**config.mk**
```make
export PLATFORM = sky130hd
export DESIGN_NAME = id_decode_reg_flat
export DESIGN_NICKNAME = d
export VERILOG_FILES = /design/src/rtl/id_decode_reg_if.sv /design/src/rtl/id_decode_reg.sv /design/src/flat_wrapper.sv
export SDC_FILE = /design/constraint.sdc
export NUM_CORES = 1
export LEC_CHECK = 0
export CAP_MARGIN = 20
export CORE_MARGIN = 3
export CORE_UTILIZATION = 30
export CTS_BUF_LIST = sky130_fd_sc_hd__clkbuf_4 sky130_fd_sc_hd__clkbuf_8
export DETAILED_ROUTE_END_ITERATION = 10
export DONT_BUFFER_PORTS = 1
export GPL_TIMING_DRIVEN = 1
export RECOVER_POWER = 100
export SLEW_MARGIN = 20
export SYNTH_ARGS = -nofsm -noshare
export SYNTH_HDL_FRONTEND = slang
export SYNTH_SLANG_ARGS = --single-unit
```
**constraint.sdc**
```tcl
create_clock -name i_clk -period 2.89 [get_ports i_clk]
set_input_delay 0.289 -clock i_clk [delete_from_list [all_inputs] [get_ports i_clk]]
set_output_delay 0.289 -clock i_clk [all_outputs]
set_load 0.01 [all_outputs]
```
**src/rtl/id_decode_reg_if.sv**
```systemverilog
// IF/ID -> ID -> EX handshake and decoded-op bundle for id_decode_reg.
// The slave side is the decoder/register; the master side is the surrounding pipeline.
interface id_decode_reg_if #(
  parameter int unsigned XLEN = 32
);
  logic            i_valid;
  logic [31:0]     i_instr;
  logic [XLEN-1:0] i_pc;
  logic            o_ready;
  logic            i_flush;
  logic            o_valid;
  logic            i_exReady;
  logic [11:0]     o_ctrlALU;
  logic [XLEN-1:0] o_imm;
  logic [1:0]      o_aluSrcA;
  logic            o_aluSrcB;
  logic [4:0]      o_rs1;
  logic [4:0]      o_rs2;
  logic [4:0]      o_rd;
  logic            o_regWrite;
  logic            o_memRead;
  logic            o_memWrite;
  logic            o_branch;
  logic            o_jump;
  logic            o_illegal;
  logic [XLEN-1:0] o_pc;

  modport master (
    output i_valid, i_instr, i_pc, i_flush, i_exReady,
    input  o_ready, o_valid, o_ctrlALU, o_imm, o_aluSrcA, o_aluSrcB, o_rs1, o_rs2, o_rd,
           o_regWrite, o_memRead, o_memWrite, o_branch, o_jump, o_illegal, o_pc
  );

  modport slave (
    input  i_valid, i_instr, i_pc, i_flush, i_exReady,
    output o_ready, o_valid, o_ctrlALU, o_imm, o_aluSrcA, o_aluSrcB, o_rs1, o_rs2, o_rd,
           o_regWrite, o_memRead, o_memWrite, o_branch, o_jump, o_illegal, o_pc
  );
endinterface

```
**src/rtl/id_decode_reg.sv**
```systemverilog
// RV32I ID-stage decoder plus ID/EX pipeline register with valid/ready, stall and flush.
// o_ctrlALU packs alu_ctrl_t as {aluOp[1:0], func3[2:0], func7[6:0]}.
module id_decode_reg #(
  parameter int unsigned XLEN = 32
) (
  input  logic            i_clk,
  input  logic            i_rst,
  id_decode_reg_if.slave  bus
);

  localparam logic [6:0] OpLoad   = 7'b0000011;
  localparam logic [6:0] OpStore  = 7'b0100011;
  localparam logic [6:0] OpLui    = 7'b0110111;
  localparam logic [6:0] OpAuipc  = 7'b0010111;
  localparam logic [6:0] OpJal    = 7'b1101111;
  localparam logic [6:0] OpJalr   = 7'b1100111;
  localparam logic [6:0] OpBranch = 7'b1100011;
  localparam logic [6:0] OpOp     = 7'b0110011;
  localparam logic [6:0] OpImm    = 7'b0010011;

  logic [31:0] w_instr;
  logic [6:0]  w_opcode;
  logic [2:0]  w_f3_in;
  logic [6:0]  w_f7_in;

  logic [1:0]      w_alu_op;
  logic [2:0]      w_func3;
  logic [6:0]      w_func7;
  logic [XLEN-1:0] w_imm;
  logic [1:0]      w_src_a;
  logic            w_src_b;
  logic            w_use_rs1;
  logic            w_use_rs2;
  logic            w_reg_write;
  logic            w_mem_read;
  logic            w_mem_write;
  logic            w_branch;
  logic            w_jump;
  logic            w_illegal;
  logic [4:0]      w_rs1;
  logic [4:0]      w_rs2;
  logic [4:0]      w_rd;

  logic [XLEN-1:0] w_imm_i;
  logic [XLEN-1:0] w_imm_s;
  logic [XLEN-1:0] w_imm_b;
  logic [XLEN-1:0] w_imm_u;
  logic [XLEN-1:0] w_imm_j;

  logic w_ready;
  logic w_capture;

  assign w_instr  = bus.i_instr;
  assign w_opcode = w_instr[6:0];
  assign w_f3_in  = w_instr[14:12];
  assign w_f7_in  = w_instr[31:25];

  assign w_imm_i = {{(XLEN-12){w_instr[31]}}, w_instr[31:20]};
  assign w_imm_s = {{(XLEN-12){w_instr[31]}}, w_instr[31:25], w_instr[11:7]};
  assign w_imm_b = {{(XLEN-13){w_instr[31]}}, w_instr[31], w_instr[7], w_instr[30:25],
                    w_instr[11:8], 1'b0};
  assign w_imm_u = {w_instr[31:12], 12'b0};
  assign w_imm_j = {{(XLEN-21){w_instr[31]}}, w_instr[31], w_instr[19:12], w_instr[20],
                    w_instr[30:21], 1'b0};

  always_comb begin
    w_alu_op    = 2'b00;
    w_func3     = 3'b000;
    w_func7     = 7'b0;
    w_imm       = '0;
    w_src_a     = 2'd0;
    w_src_b     = 1'b0;
    w_use_rs1   = 1'b0;
    w_use_rs2   = 1'b0;
    w_reg_write = 1'b0;
    w_mem_read  = 1'b0;
    w_mem_write = 1'b0;
    w_branch    = 1'b0;
    w_jump      = 1'b0;
    w_illegal   = 1'b0;
    case (w_opcode)
      OpLoad: begin
        w_func3     = w_f3_in;
        w_imm       = w_imm_i;
        w_src_b     = 1'b1;
        w_use_rs1   = 1'b1;
        w_reg_write = 1'b1;
        w_mem_read  = 1'b1;
        w_illegal   = (w_f3_in == 3'b011) || (w_f3_in == 3'b110) || (w_f3_in == 3'b111);
      end
      OpStore: begin
        w_func3     = w_f3_in;
        w_imm       = w_imm_s;
        w_src_b     = 1'b1;
        w_use_rs1   = 1'b1;
        w_use_rs2   = 1'b1;
        w_mem_write = 1'b1;
        w_illegal   = (w_f3_in >= 3'b011);
      end
      OpLui: begin
        w_imm       = w_imm_u;
        w_src_a     = 2'd2;
        w_src_b     = 1'b1;
        w_reg_write = 1'b1;
      end
      OpAuipc: begin
        w_imm       = w_imm_u;
        w_src_a     = 2'd1;
        w_src_b     = 1'b1;
        w_reg_write = 1'b1;
      end
      OpJal: begin
        w_imm       = w_imm_j;
        w_src_a     = 2'd1;
        w_src_b     = 1'b1;
        w_reg_write = 1'b1;
        w_jump      = 1'b1;
      end
      OpJalr: begin
        w_func3     = w_f3_in;
        w_imm       = w_imm_i;
        w_src_b     = 1'b1;
        w_use_rs1   = 1'b1;
        w_reg_write = 1'b1;
        w_jump      = 1'b1;
        w_illegal   = (w_f3_in != 3'b000);
      end
      OpBranch: begin
        w_alu_op  = 2'b01;
        w_func3   = w_f3_in;
        w_imm     = w_imm_b;
        w_use_rs1 = 1'b1;
        w_use_rs2 = 1'b1;
        w_branch  = 1'b1;
        w_illegal = (w_f3_in == 3'b010) || (w_f3_in == 3'b011);
      end
      OpOp: begin
        w_alu_op    = 2'b10;
        w_func3     = w_f3_in;
        w_func7     = w_f7_in;
        w_use_rs1   = 1'b1;
        w_use_rs2   = 1'b1;
        w_reg_write = 1'b1;
        w_illegal   = ((w_f7_in != 7'h00) && (w_f7_in != 7'h20)) ||
                      ((w_f7_in == 7'h20) && (w_f3_in != 3'b000) && (w_f3_in != 3'b101));
      end
      OpImm: begin
        w_alu_op    = 2'b10;
        w_func3     = w_f3_in;
        // Only shifts carry a func7; ADDI's upper imm bits must not look like SUB.
        w_func7     = ((w_f3_in == 3'b001) || (w_f3_in == 3'b101)) ? w_f7_in : 7'b0;
        w_imm       = w_imm_i;
        w_src_b     = 1'b1;
        w_use_rs1   = 1'b1;
        w_reg_write = 1'b1;
        w_illegal   = ((w_f3_in == 3'b001) && (w_f7_in != 7'h00)) ||
                      ((w_f3_in == 3'b101) && (w_f7_in != 7'h00) && (w_f7_in != 7'h20));
      end
      default: w_illegal = 1'b1;
    endcase

    if (w_illegal) begin
      w_alu_op    = 2'b00;
      w_func3     = 3'b000;
      w_func7     = 7'b0;
      w_imm       = '0;
      w_src_a     = 2'd0;
      w_src_b     = 1'b0;
      w_use_rs1   = 1'b0;
      w_use_rs2   = 1'b0;
      w_reg_write = 1'b0;
      w_mem_read  = 1'b0;
      w_mem_write = 1'b0;
      w_branch    = 1'b0;
      w_jump      = 1'b0;
    end

    w_rs1 = w_use_rs1   ? w_instr[19:15] : 5'd0;
    w_rs2 = w_use_rs2   ? w_instr[24:20] : 5'd0;
    w_rd  = w_reg_write ? w_instr[11:7]  : 5'd0;
  end

  logic            r_valid;
  logic [11:0]     r_ctrl_alu;
  logic [XLEN-1:0] r_imm;
  logic [1:0]      r_src_a;
  logic            r_src_b;
  logic [4:0]      r_rs1;
  logic [4:0]      r_rs2;
  logic [4:0]      r_rd;
  logic            r_reg_write;
  logic            r_mem_read;
  logic            r_mem_write;
  logic            r_branch;
  logic            r_jump;
  logic            r_illegal;
  logic [XLEN-1:0] r_pc;

  assign w_ready   = !r_valid || bus.i_exReady;
  // A flushed capture is dropped entirely so the held fields stay bit-stable.
  assign w_capture = bus.i_valid && w_ready && !bus.i_flush;

  always_ff @(posedge i_clk or posedge i_rst) begin
    if (i_rst) begin
      r_valid <= 1'b0;
    end else if (bus.i_flush) begin
      r_valid <= 1'b0;
    end else if (w_capture) begin
      r_valid <= 1'b1;
    end else if (bus.i_exReady) begin
      r_valid <= 1'b0;
    end
  end

  always_ff @(posedge i_clk or posedge i_rst) begin
    if (i_rst) begin
      r_ctrl_alu  <= '0;
      r_imm       <= '0;
      r_src_a     <= '0;
      r_src_b     <= 1'b0;
      r_rs1       <= '0;
      r_rs2       <= '0;
      r_rd        <= '0;
      r_reg_write <= 1'b0;
      r_mem_read  <= 1'b0;
      r_mem_write <= 1'b0;
      r_branch    <= 1'b0;
      r_jump      <= 1'b0;
      r_illegal   <= 1'b0;
      r_pc        <= '0;
    end else if (w_capture) begin
      r_ctrl_alu  <= {w_alu_op, w_func3, w_func7};
      r_imm       <= w_imm;
      r_src_a     <= w_src_a;
      r_src_b     <= w_src_b;
      r_rs1       <= w_rs1;
      r_rs2       <= w_rs2;
      r_rd        <= w_rd;
      r_reg_write <= w_reg_write;
      r_mem_read  <= w_mem_read;
      r_mem_write <= w_mem_write;
      r_branch    <= w_branch;
      r_jump      <= w_jump;
      r_illegal   <= w_illegal;
      r_pc        <= bus.i_pc;
    end
  end

  assign bus.o_ready    = w_ready;
  assign bus.o_valid    = r_valid;
  assign bus.o_ctrlALU  = r_ctrl_alu;
  assign bus.o_imm      = r_imm;
  assign bus.o_aluSrcA  = r_src_a;
  assign bus.o_aluSrcB  = r_src_b;
  assign bus.o_rs1      = r_rs1;
  assign bus.o_rs2      = r_rs2;
  assign bus.o_rd       = r_rd;
  assign bus.o_regWrite = r_reg_write;
  assign bus.o_memRead  = r_mem_read;
  assign bus.o_memWrite = r_mem_write;
  assign bus.o_branch   = r_branch;
  assign bus.o_jump     = r_jump;
  assign bus.o_illegal  = r_illegal;
  assign bus.o_pc       = r_pc;

endmodule
```
**src/flat_wrapper.sv**
```systemverilog
// flat-port wrapper written by rule: the top's interface ports become plain ports
module id_decode_reg_flat 
#(
  parameter int unsigned XLEN = 32
)
  (i_clk, i_rst, bus_i_valid, bus_i_instr, bus_i_pc, bus_i_flush, bus_i_exReady, bus_o_ready, bus_o_valid, bus_o_ctrlALU, bus_o_imm, bus_o_aluSrcA, bus_o_aluSrcB, bus_o_rs1, bus_o_rs2, bus_o_rd, bus_o_regWrite, bus_o_memRead, bus_o_memWrite, bus_o_branch, bus_o_jump, bus_o_illegal, bus_o_pc);
  id_decode_reg_if #(.XLEN(XLEN)) bus_i ();
  input  logic i_clk;
  input  logic i_rst;
  input wire logic [$bits(bus_i.i_valid)-1:0] bus_i_valid;
  input wire logic [$bits(bus_i.i_instr)-1:0] bus_i_instr;
  input wire logic [$bits(bus_i.i_pc)-1:0] bus_i_pc;
  input wire logic [$bits(bus_i.i_flush)-1:0] bus_i_flush;
  input wire logic [$bits(bus_i.i_exReady)-1:0] bus_i_exReady;
  output wire logic [$bits(bus_i.o_ready)-1:0] bus_o_ready;
  output wire logic [$bits(bus_i.o_valid)-1:0] bus_o_valid;
  output wire logic [$bits(bus_i.o_ctrlALU)-1:0] bus_o_ctrlALU;
  output wire logic [$bits(bus_i.o_imm)-1:0] bus_o_imm;
  output wire logic [$bits(bus_i.o_aluSrcA)-1:0] bus_o_aluSrcA;
  output wire logic [$bits(bus_i.o_aluSrcB)-1:0] bus_o_aluSrcB;
  output wire logic [$bits(bus_i.o_rs1)-1:0] bus_o_rs1;
  output wire logic [$bits(bus_i.o_rs2)-1:0] bus_o_rs2;
  output wire logic [$bits(bus_i.o_rd)-1:0] bus_o_rd;
  output wire logic [$bits(bus_i.o_regWrite)-1:0] bus_o_regWrite;
  output wire logic [$bits(bus_i.o_memRead)-1:0] bus_o_memRead;
  output wire logic [$bits(bus_i.o_memWrite)-1:0] bus_o_memWrite;
  output wire logic [$bits(bus_i.o_branch)-1:0] bus_o_branch;
  output wire logic [$bits(bus_i.o_jump)-1:0] bus_o_jump;
  output wire logic [$bits(bus_i.o_illegal)-1:0] bus_o_illegal;
  output wire logic [$bits(bus_i.o_pc)-1:0] bus_o_pc;
  assign bus_i.i_valid = bus_i_valid;
  assign bus_i.i_instr = bus_i_instr;
  assign bus_i.i_pc = bus_i_pc;
  assign bus_i.i_flush = bus_i_flush;
  assign bus_i.i_exReady = bus_i_exReady;
  assign bus_o_ready = bus_i.o_ready;
  assign bus_o_valid = bus_i.o_valid;
  assign bus_o_ctrlALU = bus_i.o_ctrlALU;
  assign bus_o_imm = bus_i.o_imm;
  assign bus_o_aluSrcA = bus_i.o_aluSrcA;
  assign bus_o_aluSrcB = bus_i.o_aluSrcB;
  assign bus_o_rs1 = bus_i.o_rs1;
  assign bus_o_rs2 = bus_i.o_rs2;
  assign bus_o_rd = bus_i.o_rd;
  assign bus_o_regWrite = bus_i.o_regWrite;
  assign bus_o_memRead = bus_i.o_memRead;
  assign bus_o_memWrite = bus_i.o_memWrite;
  assign bus_o_branch = bus_i.o_branch;
  assign bus_o_jump = bus_i.o_jump;
  assign bus_o_illegal = bus_i.o_illegal;
  assign bus_o_pc = bus_i.o_pc;
  id_decode_reg #(.XLEN(XLEN)) u_core (.i_clk(i_clk), .i_rst(i_rst), .bus(bus_i));
endmodule
```
==> results of run 1 <==
worst min-delay path by stage:
stage          cells after the start   startpoint  slack, ns                 endpoint
6_report                           2  bus_i_pc[9]       0.02       u_core.bus.o_pc[9]
5_1_grt                            2  bus_i_pc[5]      0.002       u_core.bus.o_pc[5]
4_1_cts                            2  bus_i_pc[9]     0.0004       u_core.bus.o_pc[9]
3_5_place_dp                       1  bus_i_flush       0.36       u_core.bus.o_valid
3_3_place_gp                       1        i_rst       0.36  u_core.bus.o_ctrlALU[6]
2_1_floorplan                      1  bus_i_flush       0.36       u_core.bus.o_valid
power groups by stage:
| stage | combinational, uW | clock, uW | sequential (uW) |
|---|---|---|---|
| after floorplan | 155 | 0 | 1580 |
| after global placement | 184 | 0 | 1600 |
| after detailed placement | 196 | 0 | 1600 |
| after CTS | 207 | 901 | 1570 |
| after global routing | 228 | 954 | 1580 |
| final | 199 | 864 | 1570 |
final cells by class:
cell class,instances,area (um2),share of cell area
tap,180,225,0.0469
inverter,5,20.0,0.00417
multi-input combinational,325,1660,0.345
clock buffer,12,165,0.0344
sequential,101,2530,0.526
clock inverter,3,20.0,0.00417
timing repair buffer,21,190,0.0396
flip-flops by register name, indices dropped and copies added, names as in the netlist:
| name | cells |
|---|---|
| u_core.bus.o_imm | 32 |
| u_core.bus.o_valid | 1 |
| u_core.bus.o_aluSrcA | 2 |
| u_core.bus.o_rs1 | 5 |
| u_core.bus.o_rs2 | 5 |
| u_core.bus.o_jump | 1 |
| u_core.bus.o_regWrite | 1 |
| u_core.bus.o_memWrite | 1 |
| u_core.bus.o_memRead | 1 |
| u_core.bus.o_ctrlALU | 12 |
| u_core.bus.o_illegal | 1 |
| u_core.bus.o_branch | 1 |
| u_core.bus.o_aluSrcB | 1 |
| u_core.bus.o_rd | 5 |
| u_core.bus.o_pc | 32 |
critical path, cell delays in order (launching register included):
cell and delay (ns):
dfrtp_1 0.40, nor2b_1 0.32, inv_1 0.17, nand3b_1 0.17, clkbuf_2 0.89, a22o_1 0.28
cell usage in the layout (no fill, tap or decap), types with 4 or more instances in the layout:
master,instances
a21oi_1,23
a22o_1,14
a22oi_1,5
and2_1,5
buf_4,8
clkbuf_8,12
dfrtp_1,101
dlygate4sd3_1,10
inv_1,4
nand2_1,151
nand2b_1,4
nand3_1,14
nand3b_1,4
nor2_1,8
nor2b_1,5
o21ai_0,47
metal layers:
| layer | track usage | vias to the layer above | share of wire |
|---|---|---|---|
| met2 | 0.265 | 183 | 0.49 |
| li1 | - | 1567 | - |
| met5 | 0 | - | 0 |
| met3 | 0.0602 | 17 | 0.11 |
| met1 | 0.193 | 1633 | 0.40 |
| met4 | 0.0498 | 0 | 0.010 |
cell usage after synthesis (all sizes together), types with 3 or more instances:
master  instances  area share
o21ai          49       0.074
or4             3      0.0051
nor2            8      0.0068
a22oi           5      0.0085
nand3b          4      0.0068
and2            7      0.0099
o41ai           3      0.0060
nand2         151        0.13
nand4           3      0.0043
nor3            4      0.0057
a22o           14       0.028
buf             8       0.012
dfrtp         101        0.57
nand2b          4      0.0057
inv             5      0.0043
and3            3      0.0043
clkbuf         22       0.019
a21oi          23       0.026
nand3          14       0.016
nor2b           5      0.0071
kinds of logic after synthesis:
family	share of synthesized area
AO/OA/AOI/OAI	0.172
flip-flops	0.574
AND/OR/NAND/NOR	0.219
buffers and inverters	0.0347
through the flow:
step,worst slack [ns],instances
after floorplan,0.726,461
after CTS,0.774,647
final,0.544,647
after detailed placement,0.630,622
after global placement,0.714,622
after global routing,0.363,647
==> run metrics, run 1 <==
Slew @ Worst Pin=around 1.8 ns; final setup violation count=0; post-CTS setup repair buffer count=0; Util after Layout=0.341; worst hold slack=0.0194 ns; Avg WL per Cell=slightly above 20 um; vias per inst=between 5 and 6; register bit total from synthesis=101; Ys Warns=0; FF-to-FF path depth=5; Cell Area, Synth=~4400 um2; CP Capture Type=flop; Critical Path Sink=u_core.bus.o_rs1[2]; critical path launch point type=flop; leakage=~0.0022 uW; Max IR drop VDD=between 0.0002 and 0.00025 V; Clock Power Share=0.328; H-tree depth=3; status=complete, but fails checks; Rel. slew slack=-0.231; asr flop ratio synth=1.00; Reg power frac=0.596; Layout area overhead=9.15%; Rows=43; core area=around 14000 um2; nets=532; clock sink total=101; syn_area_per_cell=9.55 um2; Final Max Tran Viols=roughly 40; chip width=around 130 um; Diodes inserted=0; Post-synth EDFFs=0; # hold bufs at CTS=10; first-pass iteration count of the detailed router=5; # fillers=roughly 1500; Min Clock Period, post-route=around 2.3 ns; fmax=0.426 GHz; Design Area, Final=slightly below 5000 um2; Worst Path Max Fanout=between 50 and 60; vias=3400; clk slew on worst S/H paths=0.10 ns; CTS tree=yes; post-route clock skew=0.0104 ns; CP arrival=2.66 ns; WL final=13000 um; post-synthesis cell type count=43; sw power=around 700 uW; max_cap viols=1; io pins=171; Final Hold Vio Count=0; RR Startpoint=u_core.bus.o_valid; vias in the first global route=~3400; RSZ-0062 raised after global routing=no; Clock Latency Late Sink=around 0.37 ns; initial DRC count=between 150 and 200; antenna violations before repair=0; fin crit share=0.812; ratio of cells with drive above 1 in the final layout=0.0707; Logic pwr share=0.076; violated checks=capacitance limit, slew limit; Max Buffers Root-to-Sink=2; GRT Total Usage=0.160; setup TNS=0 ns; ANT nets after route=0; Power Density=approximately 550 nW/um2; Int Pwr=between 1500 and 2000 uW; Root Buffer=clkbuf_8; HP Class=input port to flop; Die Ht=between 100 and 150 um; switching power share of the total=0.267; placer congestion estimate=between 0.8 and 0.9; initial core utilization=0.312; first-pass GRT wire length=19800 um; DRC errors left=0; largest net degree at the start of global routing=62; CP required=~3.2 ns; RR Endpoint=u_core.bus.o_rs1[2]; Syn Inst Count=461; Final Total Pwr=2630 uW; post_cts resized=0; part of the Yosys area used for sequential elements=0.574; Synthesized Nets=530; CTS Buf Count=9; CP Class=flop to flop; Worst Setup SP=u_core.bus.o_valid; # port buffers=0; Die Area=~16000 um2; reg2reg setup slack=0.54 ns; Area after DPL=between 4000 and 5000 um2; remaining global-route overflow=0; Synth Flop Type=dfrtp_1; dpl hpwl=between 9000 and 10000 um
(Power assumes the default switching activity.)
==> run 2, diff against run 1 <==
--- a/config.mk
+++ b/config.mk
@@ -5,6 +5,7 @@
 export SDC_FILE = /design/constraint.sdc
 export NUM_CORES = 1
 export LEC_CHECK = 0
+export ABC_AREA = 1
 export CAP_MARGIN = 20
 export CORE_MARGIN = 3
 export CORE_UTILIZATION = 30
==> constraint.sdc (replaced) <==
create_clock -name i_clk -period 2.15 [get_ports i_clk]
set_input_delay 0.215 -clock i_clk [delete_from_list [all_inputs] [get_ports i_clk]]
set_output_delay 0.215 -clock i_clk [all_outputs]
set_load 0.01 [all_outputs]
==> run 2 against run 1 <==
  * The flow now finishes without violations
  * Die area is 8.1% higher
  * Total power is 42% higher
  * Routed wire length is 9.0% higher
  * Sequential power is 36% higher
  * Worst hold slack better by 0.00060 ns
  * Critical path depth is 1 higher
  * Via count is 17% higher
  * Critical endpoint is now u_core.bus.o_pc[20]
  * Final cell count is 32% higher
  * Largest power group unchanged
  * Global-route usage is 0.56 points higher
==> run metrics, run 2 <==
Hold Crit Depth=3 (+1); Avg WL per Cell=16.6 um (-18%); RR Startpoint=u_core.bus.o_valid; chip width=132 um (+4.0%); Design Area, Final=5600 um2 (+17%); Synth Flop Type=dfrtp_1; core area=15400 um2 (+9.0%); vias per inst=4.64 (-12%); Syn Inst Count=601 (+30%); most used cell along the critical path=nand2_1; RSZ-0062 raised after global routing=no; asr flop ratio synth=1.00 (unchanged); first-pass iteration count of the detailed router=4 (-1); CP arrival=2.07 ns (-0.59 ns); commonest cells after routing, fill and taps aside=nand2_1 (277), dfrtp_1 (101), nand3_1 (50); initial core utilization=0.311 (-0.00148); clk slew on worst S/H paths=0.10 ns (about the same); Ys Warns=0 (unchanged); fmax=0.569 GHz (+34%); placer congestion estimate=0.840 (-1.9%); CP Capture Type=flop; HP Start=bus_i_flush; remaining global-route overflow=0 (unchanged); ANT nets after route=0 (unchanged); Layout area overhead=17.2%; met3 Usage GRT=0.0569 (-0.00333); Area after DPL=4970 um2 (+8.2%); initial DRC count=295 (+58%); Worst Path Max Fanout=33 (-43%); footprint of the multi-input gates=1900 um2 (+15%); Power Density=666 nW/um2 (+22%); syn_area_per_cell=7.95 um2 (-17%); # fillers=1592 (+9.7%); Final Max Tran Viols=0 (-100%); WL final=14200 um (+9.0%); Diodes inserted=0 (unchanged); Cell Area, Synth=4780 um2 (+8.5%); Die Ht=132 um (+4.0%); max_cap viols=0 (-1); final setup violation count=0 (unchanged); Rel. slew slack=0.370 (+0.602); reg2reg setup slack=0.39 ns (-0.15 ns); antenna violations before repair=0 (unchanged); CP required=2.47 ns (-0.73 ns); status=completed; GR Layer Usage met2=0.254 (-0.0106); post-synthesis cell type count=24 (-44%); Synthesized Nets=670 (+26%); critical path launch point type=flop; Max IR drop VDD=0.000299 V (+44%); # port buffers=0 (unchanged); Crit path largest cell delay=0.61 ns (-0.28 ns); Worst Hold Path EP=u_core.bus.o_aluSrcA[1]; HP Class=input port to flop; GRT Total Usage=0.165 (+0.00558); Final Hold Vio Count=0 (unchanged); met1 GRT Util=0.216 (+0.0234); H-tree depth=3 (unchanged); DRC errors left=0 (unchanged); cell taking the most area after synthesis=dfrtp_1; vias in the first global route=3971 (+16%); ratio of cells with drive above 1 in the final layout=0.0884 (+0.0177); dpl hpwl=9880 um (+3.3%); critical-path cell list=inv_1 > nor2_1 > nor3_4 > clkbuf_2 > nand2_1 > nand2_1; top-area cell type share of the netlist area=0.529 (-0.0451); Slew @ Worst Pin=0.939 ns (-0.898 ns); Min Clock Period, post-route=1.76 ns (-0.590 ns); Die Area=17500 um2 (+8.1%); CTS tree=yes; CP Class=flop to flop; clock sink total=101 (unchanged); register area=2530 um2 (unchanged); part of the Yosys area used for sequential elements=0.529 (-0.0451); largest net degree at the start of global routing=87 (+40%); leakage=0.00303 uW (+39%); Root Buffer=clkbuf_8; Clock Latency Late Sink=0.38 ns (about the same); setup TNS=0 ns (unchanged); CP max stage cell=clkbuf_2; io pins=171 (unchanged); most numerous cell in the Yosys netlist=nand2_1; first-pass GRT wire length=22900 um (+16%); Post-synth EDFFs=0 (unchanged); Post-synth top cells=nand2_1 (277), dfrtp_1 (101), nand3_1 (49), inv_1 (34), nor2_1 (31); Top Usage Layer GRT=met2; leading cell type in the layout, fill and taps excluded=nand2_1; Max Buffers Root-to-Sink=2 (unchanged); non-filler instance count after layout=856 (+32%); RR Endpoint=u_core.bus.o_pc[20]; nets=710 (+33%); post-route clock skew=0.0173 ns (+0.00691 ns); vias=3971 (+17%); largest cells by area after synthesis=dfrtp_1 (53%), nand2_1 (22%), nand3_1 (5.1%); Util after Layout=0.364 (+0.0234); fin crit share=0.817 (+0.00509); register bit total from synthesis=101 (unchanged); CTS Buf Count=9 (unchanged); Rows=45 (+4.7%); Placed Cells=792 (+27%); FF-to-FF path depth=6 (+1)
run 2: through the flow:
step,hold slack (ns),setup WS (ns),total power (uW)
after floorplan,0.278,0.677,2380
after global placement,0.126,0.517,2460
after detailed placement,0.132,0.496,2470
after CTS,0.00325,0.461,3790
after global routing,0.0363,0.177,3920
final,0.0200,0.393,3730
run 2: cells by family after synthesis:
family | share of synthesized area
AOI/OAI and AO/OA | 0.0309
DFF | 0.529
and+or+nand+nor | 0.374
buffers and inverters | 0.0663
run 2: report_power, final:
part	total, uW	switching [uW]	internal, uW
clock network	1240	692	550
registers	2130	126	2000
logic	364	226	138
run 2: repair_timing:
| action | in CTS | in global routing |
|---|---|---|
| hold buffers | 49 | 0 |
| setup buffers | 0 | 0 |
| gates resized for setup | 0 | 0 |
| endpoints found under the hold margin | 65 | 0 |
run 2: worst max-delay path: cells and delay by family, from the launching register on:
| kind | cells | cell delay (ns) |
|---|---|---|
| buffers and inverters | 2 | 0.68 |
| flip-flops | 1 | 0.44 |
| AND/OR/NAND/NOR | 4 | 0.55 |
run 2: cell type report:
type	instances	area share
inverter	40	0.0273
sequential	101	0.451
clock buffer	10	0.0235
timing repair buffer	59	0.0999
multi-input combinational	430	0.340
tap	211	0.0472
clock inverter	5	0.0107
run 2: worst max-delay path by stage:
| stage | start | slack, ns | endpoint |
|---|---|---|---|
| 2_1_floorplan | u_core.bus.o_valid | 0.68 | u_core.bus.o_pc[0] |
| 3_3_place_gp | bus_i_instr[1] | 0.52 | u_core.bus.o_imm[15] |
| 3_5_place_dp | u_core.bus.o_valid | 0.50 | u_core.bus.o_imm[10] |
| 4_1_cts | u_core.bus.o_valid | 0.46 | u_core.bus.o_imm[10] |
| 5_1_grt | u_core.bus.o_valid | 0.18 | u_core.bus.o_imm[9] |
| 6_report | u_core.bus.o_valid | 0.39 | u_core.bus.o_pc[20] |
run 2: metal layers:
layer	up-vias	part of all wire
met5	-	0
met4	0	0.023
met3	22	0.079
met2	121	0.46
met1	1856	0.44
li1	1972	-
==> run 3, diff against run 2 <==
==> constraint.sdc (replaced) <==
create_clock -name i_clk -period 1.7 [get_ports i_clk]
set_input_delay 0.17 -clock i_clk [delete_from_list [all_inputs] [get_ports i_clk]]
set_output_delay 0.17 -clock i_clk [all_outputs]
set_load 0.01 [all_outputs]
==> run 3 against run 2 <==
  * Clock skew decreased by 0.0093 ns
  * Critical path depth increased by 2
  * Die area unchanged
  * Final cell count increased by 1.3%
  * First-iteration DRC count decreased by 12%
  * Maximum frequency increased by 15%
  * Core utilization increased by 0.70 points
  * Sequential share of layout area decreased by 0.85 points
  * Largest cell class unchanged
  * Largest power group unchanged
==> run metrics, run 3 (synthesis results as in run 2) <==
initial DRC count=259 (-12%); clock sink total=101 (unchanged); post-route clock skew=0.00801 ns (-0.00928 ns); Area after DPL=5030 um2 (+1.2%); Max IR drop VDD=0.000370 V (+24%); nets=721 (+1.5%); chip width=132 um (unchanged); io pins=171 (unchanged); ANT nets after route=0 (unchanged); final setup violation count=0 (unchanged); footprint of the multi-input gates=1910 um2 (+0.39%); first-pass GRT wire length=23400 um (+2.3%); max_cap viols=0 (unchanged); register area=2530 um2 (unchanged); CP Class=flop to flop; Power Density=804 nW/um2 (+21%); core area=15400 um2 (unchanged); dpl hpwl=10300 um (+3.9%); vias per inst=4.66 (+0.47%); Final Hold Vio Count=0 (unchanged); CTS tree=yes; Min Clock Period, post-route=1.53 ns (-0.228 ns); vias in the first global route=3971 (unchanged); status=completed; ratio of cells with drive above 1 in the final layout=0.0915 (+0.00309); leakage=0.00307 uW (+1.4%); Design Area, Final=5710 um2 (+1.9%); CP Capture Type=flop; CP arrival=1.84 ns (-0.23 ns); # port buffers=0 (unchanged); leading cell type in the layout, fill and taps excluded=nand2_1; commonest cells after routing, fill and taps aside=nand2_1 (277), dfrtp_1 (101), dlygate4sd3_1 (57); # fillers=1621 (+1.8%); Rel. slew slack=0.546 (+0.175); fin crit share=0.899 (+0.0820); Max Buffers Root-to-Sink=2 (unchanged); clk slew on worst S/H paths=0.10 ns (about the same); critical path launch point type=flop; WL final=14500 um (+2.3%); setup TNS=0 ns (unchanged); Final Max Tran Viols=0 (unchanged); Slew @ Worst Pin=0.682 ns (-0.258 ns); initial core utilization=0.311 (unchanged); Diodes inserted=0 (unchanged); Root Buffer=clkbuf_8; Die Area=17500 um2 (unchanged); first-pass iteration count of the detailed router=7 (+3); vias=4041 (+1.8%); remaining global-route overflow=0 (unchanged); Die Ht=132 um (unchanged); Layout area overhead=19.5%; placer congestion estimate=0.819 (-2.4%); HP Class=input port to flop; CP required=2.02 ns (-0.45 ns); H-tree depth=3 (unchanged); antenna violations before repair=0 (unchanged); fmax=0.654 GHz (+15%); Avg WL per Cell=16.7 um (+1.0%); Rows=45 (unchanged); GRT Total Usage=0.170 (+0.00442); DRC errors left=0 (unchanged); Worst Path Max Fanout=42 (+27%); CTS Buf Count=9 (unchanged); largest net degree at the start of global routing=43 (-51%); RSZ-0062 raised after global routing=no; Clock Latency Late Sink=0.37 ns (about the same)
## run 3: cell types whose count changed in the layout (fill, tap and decap cells not counted), moves of 2 or more
cell           previous run  this run
clkbuf_4                  1         3
buf_12                    0         2
dlygate4sd3_1            49        57
clkbuf_2                  4         2
## run 3: cell type report
type                            count  area share
Clock buffer                       10      0.0230
Clock inverter                      5     0.00614
Inverter                           40      0.0267
Multi-Input combinational cell    430       0.335
Sequential cell                   101       0.443
Tap cell                          211      0.0463
Timing Repair Buffer               70       0.120
## run 3: through the flow
stage / instances / utilization / hold WS [ns] / worst slack [ns] / power [uW]
finish: 867 / 0.371 / 0.0235 / 0.172 / 4590
floorplan: 601 / - / 0.233 / 0.227 / 3010
CTS: 867 / 0.375 / 0.00160 / 0.104 / 4680
global placement: 795 / 0.327 / 0.0441 / 0.182 / 3130
detailed placement: 795 / 0.327 / 0.0461 / 0.154 / 3140
global route: 867 / 0.371 / 0.00846 / 0.0177 / 4860
## run 3: worst paths after layout
path	startpoint	end	slack, ns	depth (start not counted)
min	bus_i_instr[30]	u_core.bus.o_ctrlALU[5]	0.02	4
max	u_core.bus.o_valid	u_core.bus.o_ctrlALU[5]	0.17	8
min in group asynchronous	i_rst	u_core.bus.o_imm[23]	0.29	2
max in group asynchronous	i_rst	u_core.bus.o_imm[0]	0.38	3
max reg2reg	u_core.bus.o_valid	u_core.bus.o_ctrlALU[5]	0.17	8
min reg2reg	u_core.bus.o_pc[22]	u_core.bus.o_pc[22]	0.55	2
## run 3: power by group
group | switching (uW) | internal (uW)
logic | 297 | 197
registers | 163 | 2530
clock network | 854 | 547
total | 1310 | 3270
## run 3: routing by layer
metal / up-vias / wire (um) / track usage
met3: 22 / 1170 / 0.0588
met5: - / 0 / 0
met2: 134 / 6500 / 0.253
met1: 1890 / 6460 / 0.231
li1: 1995 / - / -
met4: 0 / 376 / 0.0577
## run 3: repair_timing
item / 4_1_cts / 5_1_grt
hold endpoints to repair: 128 / 0
setup endpoints to repair: 0 / 14
hold buffers: 57 / 0
setup buffers: 0 / 0
resized for setup: 0 / 2
## run 3: critical path, stage by stage (launching register included)
cell and delay, ns:
dfrtp_1 0.38, inv_1 0.05, nor2_1 0.06, nor3_4 0.24, clkinv_2 0.16, buf_12 0.20, nor2_1 0.15, nand2_1 0.08
o21ai_2 0.13
